`src/rtl/i2c_reg_target.sv`:
```
// I2C register-bank target: oversampled SCL/SDA, auto-incrementing pointer, open-drain pull-low intents.
// Optional clock stretching after each ACK slot is enabled by defining CLK_STRETCH_EN.
module i2c_reg_target #(
  parameter logic [6:0] TGT_ADDR    = 7'h42,
  parameter int         NUM_REGS    = 16,
  parameter int         PTR_W       = 4
`ifdef CLK_STRETCH_EN
  ,
  parameter int         STRETCH_CYC = 8
`endif
) (
  input  logic             clk,
  input  logic             rst,
  input  logic             scl_in,
  input  logic             sda_in,
  output logic             sda_low_o,
  output logic             scl_low_o,
  input  logic [PTR_W-1:0] host_addr,
  output logic [7:0]       host_rdata,
  output logic             wr_stb_o,
  output logic [PTR_W-1:0] wr_addr_o,
  output logic [7:0]       wr_data_o,
  output logic             busy_o
);

  typedef enum logic [3:0] {
    S_IDLE, S_ADDR, S_IGNORE, S_ADDR_ACK, S_PTR, S_PTR_ACK,
    S_WR_DATA, S_WR_ACK, S_RD_DATA, S_RD_ACK, S_WAIT_STOP
  } state_e;

  localparam logic [PTR_W-1:0] PTR_ONE = PTR_W'(1);

  logic [1:0]       scl_sync_q, sda_sync_q;
  logic             scl_prev_q, sda_prev_q;
  logic             scl_s, sda_s;
  logic             scl_rise, scl_fall, start_det, stop_det;
  state_e           state_q, state_d;
  logic [3:0]       bit_cnt_q, bit_cnt_d;
  logic [7:0]       shift_q, shift_d;
  logic [PTR_W-1:0] ptr_q, ptr_d;
  logic             sda_low_q, sda_low_d;
  logic             busy_q, busy_d;
  logic             wr_stb_q, wr_stb_d;
  logic [PTR_W-1:0] wr_addr_q, wr_addr_d;
  logic [7:0]       wr_data_q, wr_data_d;
  logic [7:0]       regs_q [NUM_REGS];

  assign scl_s     = scl_sync_q[1];
  assign sda_s     = sda_sync_q[1];
  assign scl_rise  = scl_s & ~scl_prev_q;
  assign scl_fall  = ~scl_s & scl_prev_q;
  assign start_det = scl_s & scl_prev_q & sda_prev_q & ~sda_s;
  assign stop_det  = scl_s & scl_prev_q & ~sda_prev_q & sda_s;

  always_comb begin
    state_d   = state_q;
    bit_cnt_d = bit_cnt_q;
    shift_d   = shift_q;
    ptr_d     = ptr_q;
    sda_low_d = sda_low_q;
    busy_d    = busy_q;
    wr_stb_d  = 1'b0;
    wr_addr_d = wr_addr_q;
    wr_data_d = wr_data_q;
    if (stop_det) begin
      state_d   = S_IDLE;
      sda_low_d = 1'b0;
      busy_d    = 1'b0;
    end else if (start_det) begin
      state_d   = S_ADDR;
      bit_cnt_d = 4'd0;
      sda_low_d = 1'b0;
    end else begin
      case (state_q)
        S_ADDR, S_PTR, S_WR_DATA: begin
          if (scl_rise) begin
            shift_d   = {shift_q[6:0], sda_s};
            bit_cnt_d = bit_cnt_q + 4'd1;
            // The write commits on the 8th rise so a START/STOP before it discards the byte.
            if (state_q == S_WR_DATA && bit_cnt_q == 4'd7) begin
              wr_stb_d  = 1'b1;
              wr_addr_d = ptr_q;
              wr_data_d = {shift_q[6:0], sda_s};
              ptr_d     = ptr_q + PTR_ONE;
            end
          end else if (scl_fall && bit_cnt_q == 4'd8) begin
            sda_low_d = 1'b1;
            if (state_q == S_ADDR) begin
              if (shift_q[7:1] == TGT_ADDR) begin
                state_d = S_ADDR_ACK;
                busy_d  = 1'b1;
              end else begin
                state_d   = S_IGNORE;
                sda_low_d = 1'b0;
                busy_d    = 1'b0;
              end
            end else if (state_q == S_PTR) begin
              state_d = S_PTR_ACK;
              ptr_d   = shift_q[PTR_W-1:0];
            end else begin
              state_d = S_WR_ACK;
            end
          end
        end
        S_ADDR_ACK: begin
          if (scl_fall) begin
            bit_cnt_d = 4'd0;
            if (shift_q[0]) begin
              state_d   = S_RD_DATA;
              shift_d   = regs_q[ptr_q];
              sda_low_d = ~regs_q[ptr_q][7];
            end else begin
              state_d   = S_PTR;
              sda_low_d = 1'b0;
            end
          end
        end
        S_PTR_ACK, S_WR_ACK: begin
          if (scl_fall) begin
            state_d   = S_WR_DATA;
            bit_cnt_d = 4'd0;
            sda_low_d = 1'b0;
          end
        end
        S_RD_DATA: begin
          if (scl_rise) begin
            bit_cnt_d = bit_cnt_q + 4'd1;
          end else if (scl_fall) begin
            if (bit_cnt_q == 4'd8) begin
              state_d   = S_RD_ACK;
              sda_low_d = 1'b0;
            end else begin
              shift_d   = {shift_q[6:0], 1'b0};
              sda_low_d = ~shift_q[6];
            end
          end
        end
        S_RD_ACK: begin
          // shift_q[0] keeps the master's ACK bit until the slot ends.
          if (scl_rise) begin
            shift_d = {shift_q[6:0], sda_s};
            ptr_d   = ptr_q + PTR_ONE;
          end else if (scl_fall) begin
            bit_cnt_d = 4'd0;
            if (!shift_q[0]) begin
              state_d   = S_RD_DATA;
              shift_d   = regs_q[ptr_q];
              sda_low_d = ~regs_q[ptr_q][7];
            end else begin
              state_d = S_WAIT_STOP;
              busy_d  = 1'b0;
            end
          end
        end
        default: begin
        end
      endcase
    end
  end

  always_ff @(posedge clk or posedge rst) begin
    if (rst) begin
      scl_sync_q <= 2'b11;
      sda_sync_q <= 2'b11;
      scl_prev_q <= 1'b1;
      sda_prev_q <= 1'b1;
      state_q    <= S_IDLE;
      bit_cnt_q  <= 4'd0;
      shift_q    <= 8'h00;
      ptr_q      <= '0;
      sda_low_q  <= 1'b0;
      busy_q     <= 1'b0;
      wr_stb_q   <= 1'b0;
      wr_addr_q  <= '0;
      wr_data_q  <= 8'h00;
      for (int i = 0; i < NUM_REGS; i++) regs_q[i] <= 8'h00;
    end else begin
      scl_sync_q <= {scl_sync_q[0], scl_in};
      sda_sync_q <= {sda_sync_q[0], sda_in};
      scl_prev_q <= scl_s;
      sda_prev_q <= sda_s;
      state_q    <= state_d;
      bit_cnt_q  <= bit_cnt_d;
      shift_q    <= shift_d;
      ptr_q      <= ptr_d;
      sda_low_q  <= sda_low_d;
      busy_q     <= busy_d;
      wr_stb_q   <= wr_stb_d;
      wr_addr_q  <= wr_addr_d;
      wr_data_q  <= wr_data_d;
      if (wr_stb_d) regs_q[wr_addr_d] <= wr_data_d;
    end
  end

`ifdef CLK_STRETCH_EN
  localparam int SW = $clog2(STRETCH_CYC + 1);
  localparam logic [SW-1:0] STRETCH_LOAD = SW'(STRETCH_CYC);
  localparam logic [SW-1:0] STRETCH_ONE  = SW'(1);

  logic          ack_fall;
  logic [SW-1:0] stretch_q;

  // Holding SCL low keeps the FSM parked: it only moves on after synced SCL rises again.
  assign ack_fall = scl_fall & ~start_det & ~stop_det &
                    ((state_q == S_ADDR_ACK) | (state_q == S_PTR_ACK) |
                     (state_q == S_WR_ACK)   | (state_q == S_RD_ACK));

  always_ff @(posedge clk or posedge rst) begin
    if (rst)                 stretch_q <= '0;
    else if (ack_fall)       stretch_q <= STRETCH_LOAD;
    else if (stretch_q != 0) stretch_q <= stretch_q - STRETCH_ONE;
  end

  assign scl_low_o = (stretch_q != '0);
`else
  assign scl_low_o = 1'b0;
`endif

  assign sda_low_o  = sda_low_q;
  assign busy_o     = busy_q;
  assign wr_stb_o   = wr_stb_q;
  assign wr_addr_o  = wr_addr_q;
  assign wr_data_o  = wr_data_q;
  assign host_rdata = regs_q[host_addr];

endmodule

```
`config.mk`:
```
export PLATFORM = sky130hd
export DESIGN_NAME = i2c_reg_target
export DESIGN_NICKNAME = d
export VERILOG_FILES = /design/src/rtl/i2c_reg_target.sv
export SDC_FILE = /design/constraint.sdc
export NUM_CORES = 1
export LEC_CHECK = 0
export ABC_CLOCK_PERIOD_IN_PS = 13500
export CAP_MARGIN = 20
export CELL_PAD_IN_SITES_DETAIL_PLACEMENT = 2
export CELL_PAD_IN_SITES_GLOBAL_PLACEMENT = 2
export CORE_UTILIZATION = 45
export DETAILED_ROUTE_END_ITERATION = 7
export MAX_ROUTING_LAYER = met4
export PLACE_DENSITY_LB_ADDON = 0.2
export SLEW_MARGIN = 20
export SYNTH_ARGS = -nofsm -noshare
export SYNTH_HDL_FRONTEND = slang
export SYNTH_SLANG_ARGS = --single-unit
export TNS_END_PERCENT = 50
```
`constraint.sdc`:
```
create_clock -name clk -period 13.5 [get_ports clk]
set_clock_uncertainty 0.15 [all_clocks]
set_input_delay 1.35 -clock clk [delete_from_list [all_inputs] [get_ports clk]]
set_output_delay 1.35 -clock clk [all_outputs]
set_load 0.02 [all_outputs]
```
# --- After elaboration in Yosys (flattened, before gate mapping) ---
# Cells that the tools add are included.
totals:
  word_cells: 204
  register_bits: 169
  out_inout_bits: 24
  in_bits: 8
classes:
  bitwise_logic: 18
  n_addsub: 2
  reduce_logical: 19
  order_cmp: 4
  muxes: 88
  n_eq_ne: 43
ops:
  columns: ["op", "n"]
  rows:
  - ["$mux W8", 19]
  - ["$bwmux W128", 1]
  - ["$mux W4", 28]
  - ["$bmux W8 S4", 2]
  - ["$ne A4 B4 Y1 const B", 10]
  - ["$ne A3 B3 Y1 const B", 13]
  - ["$demux W8 S4", 1]
  - ["$pmux W8 S4", 1]
  - ["$mux W1", 29]
  - ["$eq A4 B3 Y1 const B", 5]
  - ["$pmux W4 S5", 1]
  - ["$reduce_and A10 Y1", 2]
  - ["$reduce_and A8 Y1", 2]
  - ["$ge A5 B5 Y1 const B", 3]
  - ["$not A4 Y5", 3]
  - ["$ne A2 B2 Y1 const B", 7]
  - ["$eq A4 B4 Y1 const B", 3]
  - ["$pmux W4 S3", 1]
  - ["$reduce_and A11 Y1", 1]
  - ["$reduce_and A9 Y1", 1]
  - ["$add A4 B1 Y4 const B", 2]
  - ["$not A1 Y1", 8]
  - ["$pmux W4 S2", 1]
  - ["$reduce_bool A4 Y1", 2]
  - ["other kinds (18)", 28]

# --- Logic depth before layout (Yosys ltp) ---
logic_depth:
  depth_word: 13
  mapped_depth: 11
  mapped_depth_nobuf: 8

# --- Worst setup path before layout ---
# Ideal clock, no wire load.
synth_path:
  path_kind: "input -> output"
  start: "in host_addr[0]"
  end: "out host_rdata[0]"
  t_required_ns: 12.000
  arrival_time_ns: 3.200
  path_buffers: 2
  path_slack_ns: 8.800
  cell_stages: 4
  cell_sequence: "clkbuf_1 buf_1 mux4_2 mux4_2"
synth_via:
  elab_chain_len: 4
synth_rtl:
  columns: ["item", "line", "rtl"]
  rows:
  - ["start, declared", "18", "input logic [PTR_W-1:0] host_addr,"]
  - ["$not A4 Y5 (not written as such)", "224", "assign host_rdata = regs_q[host_addr];"]
  - ["$bmux W8 S4", "224", null]
  - ["$mux W8 (not written as such) (2 in a row)", "224", null]
  - ["end, declared", "19", "output logic [7:0] host_rdata,"]
# No other way between the ends. The select of a mux whose other input is x is not followed.

# --- Worst setup path after layout ---
layout_path:
  start: "in host_addr[1]"
  end: "out host_rdata[0]"
# Same word-level chain as after synthesis.

==> impl_metrics.ini <==
[outcome]
status = completed

[cells_and_area]
stdcell_count = 1082
diodes = 0
num-nets-final = 819
area_growth_pct = 11.3
drive_gt1_share_pct = 20.4

[logic_synthesis]
netlist.top_cell.by_area = dfrtp_1
syn_area_um2 = 8950
syn_area_per_cell_um2 = 11.1
synth_cells = 810
synth_edf_count = 0
synth_top_area_share_pct = 45.6
synth-seq-area-share_pct = 47.3
async_flop_share_pct = 100
synth_area_leaders = dfrtp_1, mux4_2, nand2_1, o21ai_0, o21ai_1
ys_seq_elements = 169
synth.distinct_cells = 58
syn_nets = 824
synthFlopType = dfrtp_1
yosys_warnings = 0

[setup_path]
worstSetupPathType = primary input to primary output
crit_fanout = 32
critPathSlowestCell = clkdlybuf4s50_1
timing.critical_path.buf_inv = 3
startpoint_type = primary input
cp-end-kind = primary output
cpPeakStageDelay_ps = 570
crit_chain = clkdlybuf4s50_1 -> buf_4 -> mux4_2 -> mux4_2 -> clkdlybuf4s50_1
crit_arrival_ps = 3890
required_ps = 12000
rrSetupSlack_ps = 9700
critical_path.top_delay_family = buffers and inverters

[worst_hold_path]
min_path_type = flop to flop

[cts]
clock_sinks = 169
cts_root_buf = clkbuf_16
cts_hold_buffers = 0
cts_tree = yes
clk_path_buf_depth = 2
cts_htree_levels = 4
cts_resized = 0
insertion_delay_ps = 450
post_cts_buffers = 0
cts.clk_slew.worst_paths_ps = 70
numCtsBuffers = 17

[global_routing]
grt_pass1_vias = 7964
grt.total_usage_pct = 33.9
grt-ovfl-total = 0
grt_pass1_wl_um = 48500
grt_max_degree = 94
antenna_found_initial = 0

[drt]
first_iter_violations = 516
firstDrtPassIters = 7
num_vias = 7058
drcViolationCount = 0
ant_nets = 0
wl_per_cell_um = 28.9
routed_wl_um = 31200
viasPerCell = 6.52

[floorplan]
start_util_pct = 46.0
ioPinCount = 32
rows = 51
core_area_um2 = 19500
die_h_um = 143
die_area_um2 = 20500
fp.dieW_um = 143

[power]
p_sw_w = 0.000445
pwr-share-clk_pct = 37.1
powerDensity_nw_per_um2 = 136
switching_share_pct = 32.7
vdd_drop_max_mv = 0.0849
internal_power_w = 0.000914
power_frac_seq_pct = 42.5
comb_power_share_pct = 20.4
leakagePower_nw = 4.07

[timing]
period_share_pct = 39.9
rsz0062_at_grt = false
timing.hold.ws_ps = 211
min_period_ps = 5390
relSlewSlack_pct = 26.5
setup_violations = 0
setup-tns-final_ps = 0
final_hold_viol_count = 0
slew_violations = 0
tightest_slew_ps = 1080
fmax_mhz = 186

[placement]
gp_congestion = 0.871
port_buffers = 30
dp_cells = 1051
dp_hpwl_um = 20200

[flow_run]
maxCapViolCount = 0
[power groups by stage]
stage	Clock, W	Combinational [W]	Sequential, W
after floorplan	0	0.000222	0.000553
after global placement	0	0.000257	0.000580
after detailed placement	0	0.000270	0.000584
after CTS	0.000508	0.000277	0.000576
after global routing	0.000527	0.000300	0.000581
final	0.000504	0.000277	0.000577
[synth_stat cells (all sizes together), types with 3 or more instances]
cell type  instances
mux2              14
nand4              4
and2               7
nand2            172
a21o               3
ha                 6
nor2              13
nor2b              8
or2                3
a21boi             3
inv               17
a21oi             24
a211oi             3
o31ai              4
or3b               3
mux2i             10
nor3               6
buf               35
dfrtp            163
o21ai            141
nand3             19
clkbuf            29
a22o               6
dfstp              6
nand2b             5
a22oi              7
mux4              72
[worst paths after layout]
kind,startpoint,end,cells after the start
min in group asynchronous,rst,regs_q[123],2
worst max register to register,scl_sync_q[1],regs_q[29],6
worst min-delay path,sda_sync_q[0],sda_sync_q[1],0
max in group asynchronous,rst,regs_q[73],3
worst max-delay path,host_addr[1],host_rdata[0],5
worst min register to register,sda_sync_q[0],sda_sync_q[1],0
[cells in the final DEF, fill, tap and decap left out, types with 17 or more instances in the layout]
master           count
o21ai_0             69
clkdlybuf4s50_1     29
clkbuf_16           17
mux4_2              72
a21oi_1             24
dfrtp_1            162
nand3_1             19
o21ai_1             56
nand2_1            168
[final cells by class]
class	count	area [um^2]
Fill cell	1925	9500
Inverter	17	68.8
Multi-Input combinational cell	560	4370
Sequential cell	169	4240
Timing Repair Buffer	40	373
Clock buffer	22	464
Tap cell	265	332
Clock inverter	9	116
[per-layer routing]
layer	vias up	part of all wire, %	global-route usage [%]
li1	2922	-	-
met1	3816	41	41.1
met2	243	50	54.3
met3	77	5.3	6.61
met4	0	4.0	16.9
met5	-	0	-
[kinds of logic after synthesis]
kind of cell	Yosys count	share of synthesized area [%]
xor+xnor	2	0.196
compound gates	208	13.9
fa+ha+maj	6	0.838
buf+inv	81	4.16
flops	169	47.3
other cells	1	0.0419
simple gates	247	12.3
mux	96	21.2
[per-stage QoR]
step           setup WS, ps  area [um^2]  power (W)  utilization, %
2_1_floorplan          7430         8950   0.000775               -
3_3_place_gp           8090         9350   0.000837            48.1
3_5_place_dp           8020         9370   0.000854            48.1
4_1_cts                7990         9950    0.00136            51.1
5_1_grt                8070         9960    0.00141            51.2
6_report               8110         9960    0.00136            51.2
[sequential cells by signal, summed over array words and instances (netlist names)]
| register | count |
|---|---|
| scl_prev_q | 1 |
| shift_q | 8 |
| wr_data_o | 8 |
| regs_q | 128 |
| bit_cnt_q | 4 |
| sda_low_o | 1 |
| sda_sync_q | 2 |
| state_q | 4 |
| ptr_q | 4 |
| wr_addr_o | 4 |
| wr_stb_o | 1 |
| scl_sync_q | 2 |
| busy_o | 1 |
| sda_prev_q | 1 |
(Power assumes the default switching activity.)
